==> src/rtl/lector_memoria_ventana.sv <==
// Sequential image-memory reader: issues reads from a latched start address and
// streams the returned words into a rotating set of internal line buffers.
module lector_memoria_ventana #(
   parameter int BITS_BUS_DATOS_INSTR = 24,
   parameter int BITS_DIRECCION_MEM   = 10,
   parameter int BITS_BUFFERS         = 3,
   parameter int BITS_DATOS_MEM       = 32,
   parameter int LATENCIA_MEM         = 1,
   parameter int PALABRAS_POR_BUFFER  = 128,
   parameter int BITS_PALABRAS        = 7
) (
   input  logic                            clk,
   input  logic                            reset,
   input  logic                            inicio,
   input  logic [BITS_DIRECCION_MEM-1:0]   direccion_mem_inicio_imagen,
   input  logic [BITS_BUS_DATOS_INSTR-1:0] cantidad_lecturas_mem,
   input  logic [BITS_BUFFERS-1:0]         cantidad_buffers_internos,
   input  logic                            buffer_listo,
   input  logic [BITS_DATOS_MEM-1:0]       dato_mem,
   output logic [BITS_DIRECCION_MEM-1:0]   direccion_mem,
   output logic                            lectura_mem,
   output logic [BITS_DATOS_MEM-1:0]       dato_buffer,
   output logic                            escritura_buffer,
   output logic [BITS_BUFFERS-1:0]         seleccion_buffer,
   output logic                            ocupado,
   output logic                            terminado
);

   localparam logic [BITS_PALABRAS-1:0] ULTIMA_PALABRA = BITS_PALABRAS'(PALABRAS_POR_BUFFER - 1);

   typedef enum logic [1:0] {REPOSO, LEYENDO, DRENANDO, FIN} estado_t;

   estado_t                         r_estado;
   estado_t                         w_estado_sig;
   logic [BITS_DIRECCION_MEM-1:0]   r_direccion;
   logic [BITS_BUS_DATOS_INSTR-1:0] r_restantes;
   logic [BITS_BUFFERS-1:0]         r_ultimo_buffer;
   logic [BITS_BUFFERS-1:0]         r_buffer;
   logic [BITS_BUFFERS-1:0]         r_seleccion;
   logic [BITS_PALABRAS-1:0]        r_palabra;
   logic [LATENCIA_MEM-1:0]         r_valido;
   logic [BITS_DATOS_MEM-1:0]       r_dato;
   logic                            r_escritura;
   logic                            w_lectura;
   logic                            w_arranque;
   logic                            w_ocupado;
   logic                            w_terminado;

   always_ff @(posedge clk or negedge reset) begin
      if (!reset) begin
         r_estado <= REPOSO;
      end else begin
         r_estado <= w_estado_sig;
      end
   end

   // NOTE: every signal written here gets a default first, so no path leaves it unassigned and no latch is inferred.
   always_comb begin
      w_estado_sig = r_estado;
      w_lectura    = 1'b0;
      w_arranque   = 1'b0;
      w_ocupado    = 1'b1;
      w_terminado  = 1'b0;
      case (r_estado)
         REPOSO: begin
            w_ocupado = 1'b0;
            if (inicio) begin
               w_arranque   = 1'b1;
               w_estado_sig = (cantidad_lecturas_mem == '0) ? FIN : LEYENDO;
            end
         end
         LEYENDO: begin
            if (buffer_listo) begin
               w_lectura = 1'b1;
               if (r_restantes == BITS_BUS_DATOS_INSTR'(1)) begin
                  w_estado_sig = DRENANDO;
               end
            end
         end
         DRENANDO: begin
            // The last read is already in the pipeline on entry, so an empty
            // pipeline means its write is being presented this very cycle.
            if (r_valido == '0) begin
               w_estado_sig = FIN;
            end
         end
         FIN: begin
            w_terminado  = 1'b1;
            w_estado_sig = REPOSO;
         end
         default: begin
            w_estado_sig = REPOSO;
         end
      endcase
   end

   // NOTE: non-blocking assignments keep every register sampling pre-edge values, independent of statement order.
   always_ff @(posedge clk or negedge reset) begin
      if (!reset) begin
         r_direccion     <= '0;
         r_restantes     <= '0;
         r_ultimo_buffer <= '0;
         r_buffer        <= '0;
         r_seleccion     <= '0;
         r_palabra       <= '0;
         r_valido        <= '0;
         r_dato          <= '0;
         r_escritura     <= 1'b0;
      end else begin
         r_valido    <= LATENCIA_MEM'({r_valido, w_lectura});
         r_escritura <= r_valido[LATENCIA_MEM-1];
         if (w_arranque) begin
            r_direccion     <= direccion_mem_inicio_imagen;
            r_restantes     <= cantidad_lecturas_mem;
            r_ultimo_buffer <= (cantidad_buffers_internos == '0) ? '0
                               : cantidad_buffers_internos - BITS_BUFFERS'(1);
            r_buffer        <= '0;
            r_seleccion     <= '0;
            r_palabra       <= '0;
         end else begin
            if (w_lectura) begin
               r_direccion <= r_direccion + BITS_DIRECCION_MEM'(1);
               r_restantes <= r_restantes - BITS_BUS_DATOS_INSTR'(1);
            end
            if (r_valido[LATENCIA_MEM-1]) begin
               r_dato      <= dato_mem;
               r_seleccion <= r_buffer;
               if (r_palabra == ULTIMA_PALABRA) begin
                  r_palabra <= '0;
                  r_buffer  <= (r_buffer == r_ultimo_buffer) ? '0 : r_buffer + BITS_BUFFERS'(1);
               end else begin
                  r_palabra <= r_palabra + BITS_PALABRAS'(1);
               end
            end
         end
      end
   end

   assign direccion_mem    = r_direccion;
   assign lectura_mem      = w_lectura;
   assign dato_buffer      = r_dato;
   assign escritura_buffer = r_escritura;
   assign seleccion_buffer = r_seleccion;
   assign ocupado          = w_ocupado;
   assign terminado        = w_terminado;

endmodule

==> config.mk <==
export PLATFORM = sky130hd
export DESIGN_NAME = lector_memoria_ventana
export DESIGN_NICKNAME = d
export VERILOG_FILES = /design/src/rtl/lector_memoria_ventana.sv
export SDC_FILE = /design/constraint.sdc
export NUM_CORES = 1
export LEC_CHECK = 0
export BUFFER_PORTS_ARGS = -buffer_cell sky130_fd_sc_hd__buf_2
export CAP_MARGIN = 30
export CORE_AREA = 3 3 96 98
export CTS_CLUSTER_SIZE = 12
export DETAILED_ROUTE_END_ITERATION = 8
export DIE_AREA = 0 0 99 101
export PLACE_DENSITY = 0.84
export SETUP_SLACK_MARGIN = 0.1
export SLEW_MARGIN = 20
export SYNTH_ARGS = -nofsm -noshare
export SYNTH_HDL_FRONTEND = slang
export SYNTH_SLANG_ARGS = --single-unit
==> constraint.sdc <==
create_clock -name clk -period 3.6 [get_ports clk]
set_input_delay 0.18 -clock clk [delete_from_list [all_inputs] [get_ports clk]]
set_output_delay 0.18 -clock clk [all_outputs]
set_load 0.01 [all_outputs]
== Word level (Yosys, flattened, before mapping) ==
Cells that the tools add are included.

* Word-level logic and storage cells: 61
* Register bits after elaboration: 86
* Input port bits: 73
* Output and inout port bits: 49

* Reduce and logical (&&, ||, !) cells: 9
* Eq/ne operators: 10
* Bitwise logic cells: 1
* $add $sub $neg: 5
* Multiplexer cells: 26

{| class="wikitable"
|+ Operator list
! cell !! count
|-
| $mux 24 || 2
|-
| $eq 24x1->1 const B || 1
|-
| $logic_not 24->1 || 1
|-
| $sub 24x1->24 const B || 1
|-
| $mux 3 || 7
|-
| $mux 7 || 3
|-
| $mux 10 || 2
|-
| $add 10x1->10 const B || 1
|-
| $mux 2 || 5
|-
| $ne 2x2->1 const B || 4
|-
| $pmux 2 s4 || 1
|-
| $add 7x1->7 const B || 1
|-
| $eq 7x7->1 const B || 1
|-
| $mux 1 || 6
|-
| $reduce_bool 2->1 || 3
|-
| $eq 2x2->1 const B || 2
|-
| $reduce_and 2->1 || 2
|-
| $reduce_and 4->1 || 1
|-
| $add 3x1->3 const B || 1
|-
| $eq 3x3->1 || 1
|-
| $logic_not 3->1 || 1
|-
| $sub 3x1->3 const B || 1
|-
| $eq 2x1->1 const B || 1
|-
| $logic_not 2->1 || 1
|-
| $not 1->1 || 1
|}

== Longest topological paths before layout ==
Gate-level depths: netlist of run 1.

* Depth after elaboration: 5
* Mapped depth: 8
* Depth with buffers taken out: 7

== Worst setup path before layout of run 1 ==
No wires, ideal clock.

* Path type: reg2reg
* Start point: register r_estado[1]
* End point: register r_restantes[23]
* Stages on the path, launching flop included: 9
* Period minus slack after synthesis: 1.910 ns
* Data arrival time: 1.782 ns
* Library setup time: 0.129 ns
* Buffers on the path: 1
* Data required time: 3.471 ns
* Setup slack: 1.690 ns
* Cells stage by stage: dfrtp_1 inv_1 ha_1 or4b_1 buf_2 nor3_4 nand4b_1 xor2_1 o21ai_1

* Word-level cells in the longest chain between the ends: 3
* Elaborated cells between the ends (all ways): 6
* Classes of those cells: eq/ne (1); mux (3); reduce/logical (2)

{| class="wikitable"
|+ RTL lines
! element !! line !! text
|-
| from (decl) || 33 || <nowiki>estado_t r_estado;</nowiki>
|-
| from (signal assigned) || 53 || <nowiki>r_estado <= w_estado_sig;</nowiki>
|-
| $eq 2x1->1 or $logic_not 2->1 (tied branches) || 64 || <nowiki>case (r_estado)</nowiki>
|-
| $mux 1 || 64 ||
|-
| $reduce_bool 2->1 (no line) or $mux 24 (tied branches) || -- ||
|-
| to (signal assigned) || 114 || <nowiki>r_restantes <= cantidad_lecturas_mem;</nowiki>
|-
| to (signal assigned) || 123 || <nowiki>r_restantes <= r_restantes - BITS_BUS_DATOS_INSTR'(1);</nowiki>
|-
| to (decl) || 36 || <nowiki>logic [BITS_BUS_DATOS_INSTR-1:0] r_restantes;</nowiki>
|}

Parallel ways exist; a longest one is shown, timed or not.
A chain may end at the register's enable or synchronous reset.

== Worst setup path after layout of run 1 ==
* Start point: register r_restantes[10]
* End point: register r_estado[1]

* Word-level cells in the longest chain between the ends: 3

{| class="wikitable"
|+ RTL lines
! element !! line !! text
|-
| $eq 24x1->1 || 75 || <nowiki>if (r_restantes == BITS_BUS_DATOS_INSTR'(1)) begin</nowiki>
|-
| $ne 2x2->1 (no line) || -- ||
|-
| $reduce_and 4->1 (no line) || -- ||
|}

Every way passes these cells.

==> results of run 1 <==
## cell usage in the layout (no fill, tap or decap), types with 3 or more instances in the layout
master,instances
sky130_fd_sc_hd__buf_2,120
sky130_fd_sc_hd__or4_1,3
sky130_fd_sc_hd__mux2_2,32
sky130_fd_sc_hd__nand3b_1,7
sky130_fd_sc_hd__nand4_1,8
sky130_fd_sc_hd__clkbuf_8,9
sky130_fd_sc_hd__dfrtp_1,86
sky130_fd_sc_hd__nor2_1,29
sky130_fd_sc_hd__buf_4,3
sky130_fd_sc_hd__nor3_1,6
sky130_fd_sc_hd__mux2i_1,5
sky130_fd_sc_hd__xor2_1,27
sky130_fd_sc_hd__nand2_1,46
sky130_fd_sc_hd__and3_1,5
sky130_fd_sc_hd__ha_1,12
sky130_fd_sc_hd__nand3_1,10
sky130_fd_sc_hd__a21oi_1,10
sky130_fd_sc_hd__inv_1,11
sky130_fd_sc_hd__inv_6,5
sky130_fd_sc_hd__o21ai_0,22
sky130_fd_sc_hd__o21ai_1,7
sky130_fd_sc_hd__nor4_1,7
sky130_fd_sc_hd__xnor2_1,11
## per-layer routing
metal,wire (um),vias up,track usage
met5,0,-,0
met4,170,0,0.06723
met3,560,14,0.04913
met2,4202,99,0.3084
met1,3851,1533,0.2410
li1,-,1595,-
## flip-flops by register name (all words and copies together) (netlist names), 2 cells and up
signal	count
r_palabra	7
r_restantes	24
seleccion_buffer	3
r_buffer	3
dato_buffer	32
r_ultimo_buffer	3
r_estado	2
direccion_mem	10
## power by group through the flow
| stage | logic (mW) | registers (mW) | clock network (mW) |
|---|---|---|---|
| final | 1.49 | 1.70 | 0.642 |
| after global placement | 1.45 | 1.70 | 0 |
| after detailed placement | 1.50 | 1.72 | 0 |
| after floorplan | 0.919 | 1.78 | 0 |
| after global routing | 1.67 | 1.77 | 0.710 |
| after CTS | 1.51 | 1.71 | 0.663 |
## Yosys cell counts, types with 8 or more instances
cell type	number	share of area
sky130_fd_sc_hd__a21oi_1	10	0.012
sky130_fd_sc_hd__clkbuf_1	11	0.0099
sky130_fd_sc_hd__dfrtp_1	86	0.51
sky130_fd_sc_hd__ha_1	12	0.036
sky130_fd_sc_hd__inv_1	11	0.0099
sky130_fd_sc_hd__mux2_2	32	0.086
sky130_fd_sc_hd__nand2_1	46	0.041
sky130_fd_sc_hd__nand3_1	10	0.012
sky130_fd_sc_hd__nand4_1	8	0.012
sky130_fd_sc_hd__nor2_1	30	0.027
sky130_fd_sc_hd__o21ai_0	22	0.026
sky130_fd_sc_hd__xnor2_1	11	0.023
sky130_fd_sc_hd__xor2_1	27	0.056
## critical path, cell delays in order (launching register included)
cell and delay [ns]:
sky130_fd_sc_hd__dfrtp_1 0.42, sky130_fd_sc_hd__or4_1 0.57, sky130_fd_sc_hd__nor2_1 0.53, sky130_fd_sc_hd__nand3b_1 0.16
sky130_fd_sc_hd__a2bb2oi_1 0.20, sky130_fd_sc_hd__mux2_1 0.32
## final timing paths
kind                                                      from            endpoint  slack (ns)  cells past startpoint
min in group asynchronous                                reset     dato_buffer[21]        0.29                      2
max in group asynchronous                                reset  r_ultimo_buffer[1]        2.70                      3
worst max register to register                 r_restantes[10]         r_estado[1]        1.29                      5
worst min register to register                  dato_buffer[9]      dato_buffer[9]        0.49                      1
worst min-delay path            direccion_mem_inicio_imagen[3]    direccion_mem[3]        0.01                      3
worst max-delay path                           r_restantes[10]         r_estado[1]        1.29                      5
## final cells by class
type | instances | area share
multi-input combinational | 277 | 0.3772
sequential | 86 | 0.4229
timing repair buffer | 125 | 0.1298
clock inverter | 6 | 0.01033
tap | 108 | 0.02656
inverter | 11 | 0.008114
clock buffer | 10 | 0.02508
## logic make-up (layout without fill, tap and decap cells)
logic type / Yosys count / in the layout / synth area share
compound gates: 49 / 49 / 0.06544
buf+inv: 29 / 152 / 0.02958
fa+ha+maj: 12 / 12 / 0.03585
simple gates: 139 / 139 / 0.1724
flops: 86 / 86 / 0.5139
mux: 39 / 39 / 0.1034
xor+xnor: 38 / 38 / 0.07947
==> impl_metrics.xml, run 1 <==
<?xml version="1.0" encoding="UTF-8"?>
<metrics>
  <group name="cts">
    <metric name="cts.root.buffer_cell" unit="">sky130_fd_sc_hd__clkbuf_8</metric>
    <metric name="postCtsSetupRepairBufs" unit="">0</metric>
    <metric name="later_pin_clock_latency_in_the_skew_report" unit="ns">0.36</metric>
    <metric name="clkSlewWorstSetupHoldPaths" unit="ns">0.10</metric>
    <metric name="cts_sinks" unit="">86</metric>
    <metric name="tritoncts" unit="">built</metric>
    <metric name="h-tree-depth" unit="">3</metric>
    <metric name="cts_max_path_buffers" unit="">2</metric>
    <metric name="number_of_gates_given_a_new_drive_strength_after_cts" unit="">0</metric>
    <metric name="numCtsBuffers" unit="">9</metric>
    <metric name="cts_hold_repair.buffers" unit="">1</metric>
  </group>
  <group name="timing">
    <metric name="worst-slew-pin-transition" unit="ns">0.7094</metric>
    <metric name="maxSlewViolCount" unit="">0</metric>
    <metric name="final.setup.worst_slack" unit="ns">1.290</metric>
    <metric name="timing.clock.skew" unit="ns">0.01518</metric>
    <metric name="timing.final.crit_period" unit="ns">2.310</metric>
    <metric name="finalSetupViolCount" unit="">0</metric>
    <metric name="max-slew-margin-rel" unit="">0.5254</metric>
    <metric name="final_hold_violation_count" unit="">0</metric>
    <metric name="fin_worst_hold_slack" unit="ns">0.01437</metric>
    <metric name="grt_setup_unrepaired" unit="">false</metric>
    <metric name="timing.fmax" unit="MHz">432.9</metric>
    <metric name="fin_crit_sh" unit="">0.6417</metric>
    <metric name="timing.setup.tns" unit="ns">0</metric>
  </group>
  <group name="pwr">
    <metric name="power.net_switching" unit="mW">1.469</metric>
    <metric name="p_int" unit="mW">2.366</metric>
    <metric name="pwr_per_cell_area" unit="nW/um2">753.6</metric>
    <metric name="seqPwrFrac" unit="">0.444</metric>
    <metric name="lkg_pwr" unit="nW">2.358</metric>
    <metric name="ir_drop" unit="uV">447.9</metric>
    <metric name="report.power.total" unit="mW">3.835</metric>
    <metric name="comb_power_share" unit="">0.388</metric>
    <metric name="p_sw_frac" unit="">0.3830</metric>
    <metric name="clock_share_of_power" unit="">0.167</metric>
  </group>
  <group name="logic_synthesis">
    <metric name="syn-num-nets" unit="">477</metric>
    <metric name="synthesis.instances" unit="">392</metric>
    <metric name="syn_area_per_cell" unit="um2">10.68</metric>
    <metric name="number_of_enable_flip_flop_cells_after_synthesis" unit="">0</metric>
    <metric name="ys_seq_area_frac" unit="">0.5139</metric>
    <metric name="postSynthRegisterBits" unit="">86</metric>
    <metric name="ys_types" unit="">42</metric>
    <metric name="yosys_most_used_dff" unit="">sky130_fd_sc_hd__dfrtp_1</metric>
    <metric name="synth_async_sr_flop_share" unit="">1.000</metric>
    <metric name="syn-cell-area" unit="um2">4188</metric>
    <metric name="ys_warn_count" unit="">0</metric>
  </group>
  <group name="global_route">
    <metric name="grt_usage" unit="">0.1878</metric>
    <metric name="largest_net_degree_at_the_start_of_global_routing" unit="">55</metric>
    <metric name="grt_pass1_wl" unit="um">15040</metric>
    <metric name="first_global_vias" unit="">3295</metric>
    <metric name="antenna_found_initial" unit="">0</metric>
    <metric name="grt-ovfl-total" unit="">0</metric>
  </group>
  <group name="place">
    <metric name="placed_area" unit="um2">4898</metric>
    <metric name="detailedPlacementHpwl" unit="um">6545</metric>
    <metric name="place_worst_setup_slack" unit="ns">1.341</metric>
    <metric name="gpl.final_weighted_congestion" unit="">0.8212</metric>
    <metric name="dp.cells" unit="">606</metric>
    <metric name="port_buffers" unit="">121</metric>
  </group>
  <group name="cells_and_area">
    <metric name="num_antenna_cells" unit="">0</metric>
    <metric name="post-route-util" unit="">0.5951</metric>
    <metric name="post-route-cell-area" unit="um2">5089</metric>
    <metric name="finalNetCount" unit="">595</metric>
    <metric name="areaGrowthSynthToFinish" unit="%">21.51</metric>
    <metric name="instances_no_fill" unit="">623</metric>
    <metric name="drive_above_1_share" unit="">0.3476</metric>
    <metric name="multi_input_gate_area_in_the_final_layout" unit="um2">1919</metric>
    <metric name="fill_cells" unit="">730</metric>
    <metric name="final-seq-area" unit="um2">2152</metric>
  </group>
  <group name="critical_path">
    <metric name="worst-endpoint-arrival" unit="ns">2.56</metric>
    <metric name="worst_setup_path_start_kind" unit="">register</metric>
    <metric name="critical_path.endpoint_type" unit="">register</metric>
    <metric name="worstPathRequired" unit="ns">3.85</metric>
    <metric name="timing.setup.critical_path_class" unit="">reg2reg</metric>
    <metric name="highest_fanout_seen_on_the_critical_path" unit="">11</metric>
  </group>
  <group name="worst_hold_path">
    <metric name="worstHoldPathType" unit="">in2reg</metric>
  </group>
  <group name="routing">
    <metric name="drt-wirelength-per-cell" unit="um">14.10</metric>
    <metric name="antenna_violating_nets_post_route" unit="">0</metric>
    <metric name="drtIter0Drc" unit="">110</metric>
    <metric name="drtPass1Iterations" unit="">4</metric>
    <metric name="vias" unit="">3241</metric>
    <metric name="routed_wl" unit="um">8785</metric>
    <metric name="drc_errors" unit="">0</metric>
    <metric name="via_per_inst" unit="">5.202</metric>
  </group>
  <group name="floorplan">
    <metric name="io_pins" unit="">122</metric>
    <metric name="die_w" unit="um">99</metric>
    <metric name="floorplan.die.height" unit="um">101</metric>
    <metric name="floorplan.initialDensity" unit="">0.4898</metric>
    <metric name="die_area" unit="um2">9999</metric>
    <metric name="core_area" unit="um2">8551</metric>
    <metric name="placement_rows" unit="">34</metric>
  </group>
  <group name="flow_run">
    <metric name="max-cap-violations" unit="">0</metric>
  </group>
  <group name="status">
    <metric name="result_of_the_run" unit="">finished, final reports clean</metric>
  </group>
</metrics>
No activity file was read; power rests on OpenSTA's default activity.
==> run 2, diff against run 1 <==
Settings changed: CORE_AREA 3 3 96 98 to 3 3 99 101, DIE_AREA 0 0 99 101 to 0 0 102 104, PLACE_DENSITY 0.84 to 0.83.
Clock period 3.6 ns to 1.88 ns, I/O delays scaled along.
==> impl_metrics.xml, run 2 (same netlist as run 1, synthesis figures left out) <==
<?xml version="1.0" encoding="UTF-8"?>
<metrics>
  <group name="timing">
    <metric name="final_hold_violation_count" unit="">0</metric>
    <metric name="timing.clock.skew" unit="ns">0.01375</metric>
    <metric name="worst-slew-pin-transition" unit="ns">0.4504</metric>
    <metric name="timing.fmax" unit="MHz">509.9</metric>
    <metric name="finalSetupViolCount" unit="">6</metric>
    <metric name="timing.final.crit_period" unit="ns">1.961</metric>
    <metric name="max-slew-margin-rel" unit="">0.6997</metric>
    <metric name="maxSlewViolCount" unit="">0</metric>
    <metric name="final.setup.worst_slack" unit="ns">-0.08112</metric>
    <metric name="fin_crit_sh" unit="">1.043</metric>
    <metric name="grt_setup_unrepaired" unit="">true</metric>
  </group>
  <group name="global_route">
    <metric name="grt_usage" unit="">0.2107</metric>
    <metric name="first_global_vias" unit="">3775</metric>
    <metric name="grt_pass1_wl" unit="um">17930</metric>
    <metric name="grt-ovfl-total" unit="">0</metric>
    <metric name="antenna_found_initial" unit="">0</metric>
    <metric name="largest_net_degree_at_the_start_of_global_routing" unit="">55</metric>
  </group>
  <group name="cells_and_area">
    <metric name="areaGrowthSynthToFinish" unit="%">46.16</metric>
    <metric name="instances_no_fill" unit="">718</metric>
    <metric name="highest_count_cells_in_the_layout_ignoring_fill_and_taps" unit="">sky130_fd_sc_hd__buf_2 (120), sky130_fd_sc_hd__dfrtp_1 (85), sky130_fd_sc_hd__dlygate4sd3_1 (64)</metric>
    <metric name="fill_cells" unit="">663</metric>
    <metric name="finalNetCount" unit="">687</metric>
    <metric name="largest_register_ffs" unit="">32</metric>
    <metric name="num_antenna_cells" unit="">0</metric>
    <metric name="drive_above_1_share" unit="">0.3806</metric>
    <metric name="post-route-util" unit="">0.6720</metric>
    <metric name="mostFrequentLayoutCell" unit="">sky130_fd_sc_hd__buf_2</metric>
  </group>
  <group name="cts">
    <metric name="cts_max_path_buffers" unit="">2</metric>
    <metric name="cts.root.buffer_cell" unit="">sky130_fd_sc_hd__clkbuf_8</metric>
    <metric name="cts_sinks" unit="">86</metric>
    <metric name="numCtsBuffers" unit="">9</metric>
    <metric name="tritoncts" unit="">built</metric>
    <metric name="h-tree-depth" unit="">3</metric>
    <metric name="later_pin_clock_latency_in_the_skew_report" unit="ns">0.35</metric>
    <metric name="clkSlewWorstSetupHoldPaths" unit="ns">0.10</metric>
  </group>
  <group name="routing">
    <metric name="via_per_inst" unit="">5.212</metric>
    <metric name="routed_wl" unit="um">11550</metric>
    <metric name="drt-wirelength-per-cell" unit="um">16.08</metric>
    <metric name="drtIter0Drc" unit="">220</metric>
    <metric name="route.met2.wl" unit="um">6153</metric>
    <metric name="drtPass1Iterations" unit="">5</metric>
    <metric name="met3RoutedLength" unit="um">403</metric>
    <metric name="vias" unit="">3742</metric>
    <metric name="m1WireLength" unit="um">4587</metric>
    <metric name="top_layer_used" unit="">met4</metric>
    <metric name="antenna_violating_nets_post_route" unit="">0</metric>
    <metric name="drc_errors" unit="">0</metric>
  </group>
  <group name="worst_hold_path">
    <metric name="worstHoldPathType" unit="">in2reg</metric>
  </group>
  <group name="critical_path">
    <metric name="worstPathRequired" unit="ns">2.11</metric>
    <metric name="cp_slowest_stage_delay" unit="ns">0.52</metric>
    <metric name="critical_path.slowest_cell" unit="">sky130_fd_sc_hd__or4b_4</metric>
    <metric name="worst-endpoint-arrival" unit="ns">2.19</metric>
    <metric name="timing.setup.critical_path_class" unit="">reg2reg</metric>
    <metric name="critical-path-top-delay-family" unit="">simple AND/OR/NAND/NOR gates</metric>
    <metric name="crit_buf_inv" unit="">2</metric>
    <metric name="worst_setup_path_start_kind" unit="">register</metric>
    <metric name="crit_chain" unit="">inv_2 &gt; ha_4 &gt; or4b_4 &gt; buf_4 &gt; nor4_4 &gt; xnor2_1 &gt; o21ai_1</metric>
    <metric name="highest_fanout_seen_on_the_critical_path" unit="">5</metric>
    <metric name="critical_path.endpoint_type" unit="">register</metric>
  </group>
  <group name="pwr">
    <metric name="lkg_pwr" unit="nW">2.820</metric>
    <metric name="ir_drop" unit="uV">649.1</metric>
    <metric name="pwr_per_cell_area" unit="nW/um2">1360</metric>
    <metric name="seqPwrFrac" unit="">0.394</metric>
    <metric name="p_int" unit="mW">5.093</metric>
    <metric name="clock_share_of_power" unit="">0.150</metric>
    <metric name="p_sw_frac" unit="">0.3884</metric>
    <metric name="comb_power_share" unit="">0.456</metric>
    <metric name="power.net_switching" unit="mW">3.235</metric>
  </group>
  <group name="status">
    <metric name="result_of_the_run" unit="">finished, violations left</metric>
    <metric name="violations_in_the_final_reports" unit="">negative setup slack</metric>
  </group>
  <group name="place">
    <metric name="gpl.final_weighted_congestion" unit="">0.8364</metric>
    <metric name="dp.cells" unit="">629</metric>
    <metric name="detailedPlacementHpwl" unit="um">7249</metric>
    <metric name="port_buffers" unit="">121</metric>
  </group>
  <group name="floorplan">
    <metric name="die_area" unit="um2">10610</metric>
    <metric name="placement_rows" unit="">35</metric>
    <metric name="core_area" unit="um2">9109</metric>
    <metric name="io_pins" unit="">122</metric>
    <metric name="floorplan.die.height" unit="um">104</metric>
    <metric name="die_w" unit="um">102</metric>
    <metric name="floorplan.initialDensity" unit="">0.4598</metric>
  </group>
  <group name="flow_run">
    <metric name="max-cap-violations" unit="">0</metric>
  </group>
</metrics>
-- run 2: cell types whose count changed in the layout (fill, tap and decap cells not counted), moves of 3 or more --
cell | previous run | this run
sky130_fd_sc_hd__o21ai_1 | 7 | 11
sky130_fd_sc_hd__dlygate4sd3_1 | 1 | 64
sky130_fd_sc_hd__inv_6 | 5 | 1
sky130_fd_sc_hd__buf_12 | 0 | 3
sky130_fd_sc_hd__or4_1 | 3 | 0
sky130_fd_sc_hd__nor2_2 | 0 | 4
sky130_fd_sc_hd__o21ai_0 | 22 | 18
sky130_fd_sc_hd__nor2_1 | 29 | 25
sky130_fd_sc_hd__or4_4 | 0 | 3
sky130_fd_sc_hd__buf_4 | 3 | 27
-- run 2: worst register-to-register path: cells and delay by family (launching register included) --
kind / cells / cell delay [ns]
xor+xnor: 1 / 0.20
compound gates: 1 / 0.11
simple gates: 2 / 0.75
flops: 1 / 0.41
buf+inv: 2 / 0.25
fa+ha+maj: 1 / 0.12
-- run 2: cell type report --
class,count,area [um2],share of cell area
flip-flops and latches,86,2153,0.3518
multi-input cells,277,2042,0.3336
repair buffers,217,1555,0.2541
well taps,111,138.9,0.02269
clock buffers,10,137.6,0.02249
clock inverters,6,52.55,0.008585
inverters,11,41.29,0.006746
-- run 2: repair_timing --
item                                   in CTS  in global routing
endpoints found under the hold margin      95                  0
gates cloned                                0                  1
resized for setup                           9                 21
setup endpoints to repair                  15                 56
pin swaps                                  11                 14
setup buffers                               4                  4
hold buffers                               64                  0
-- run 2: metal layers --
metal | up-vias | track usage
met1 | 1809 | 0.2515
met4 | 0 | 0.08341
met3 | 34 | 0.03555
met5 | - | 0
li1 | 1787 | -
met2 | 112 | 0.3705
-- run 2: power groups by stage --
stage / logic, mW / clock network [mW] / registers, mW
4_1_cts: 3.55 / 1.30 / 3.22
3_3_place_gp: 3.19 / 0 / 3.20
2_1_floorplan: 1.79 / 0 / 3.42
5_1_grt: 4.14 / 1.35 / 3.37
6_report: 3.79 / 1.25 / 3.28
3_5_place_dp: 3.33 / 0 / 3.25
-- run 2: per-stage QoR --
| step | setup slack [ns] | total power, mW | setup TNS [ns] | cell area, um2 | hold slack, ns |
|---|---|---|---|---|---|
| finish | -0.08112 | 8.327 | -0.1764 | 6121 | 0.01872 |
| global route | -0.1316 | 8.864 | -1.093 | 6121 | 0.01021 |
| CTS | 0.01908 | 8.067 | 0 | 5979 | 0.004377 |
| detailed placement | -0.03575 | 6.574 | -0.06104 | 5092 | 0.06871 |
| global placement | 0.03896 | 6.394 | 0 | 5092 | 0.06271 |
| floorplan | -0.01317 | 5.212 | -0.01317 | 4217 | -0.2016 |
-- run 2: final timing paths --
check / start / to / slack [ns] / depth (start not counted)
max: r_estado[1] / r_restantes[7] / -0.08 / 7
min: cantidad_buffers_internos[2] / r_ultimo_buffer[1] / 0.02 / 3
max reg2reg: r_estado[1] / r_restantes[7] / -0.08 / 7
min reg2reg: dato_buffer[9] / dato_buffer[9] / 0.50 / 1
max in group asynchronous: reset / dato_buffer[26] / 1.00 / 3
min in group asynchronous: reset / dato_buffer[9] / 0.22 / 2
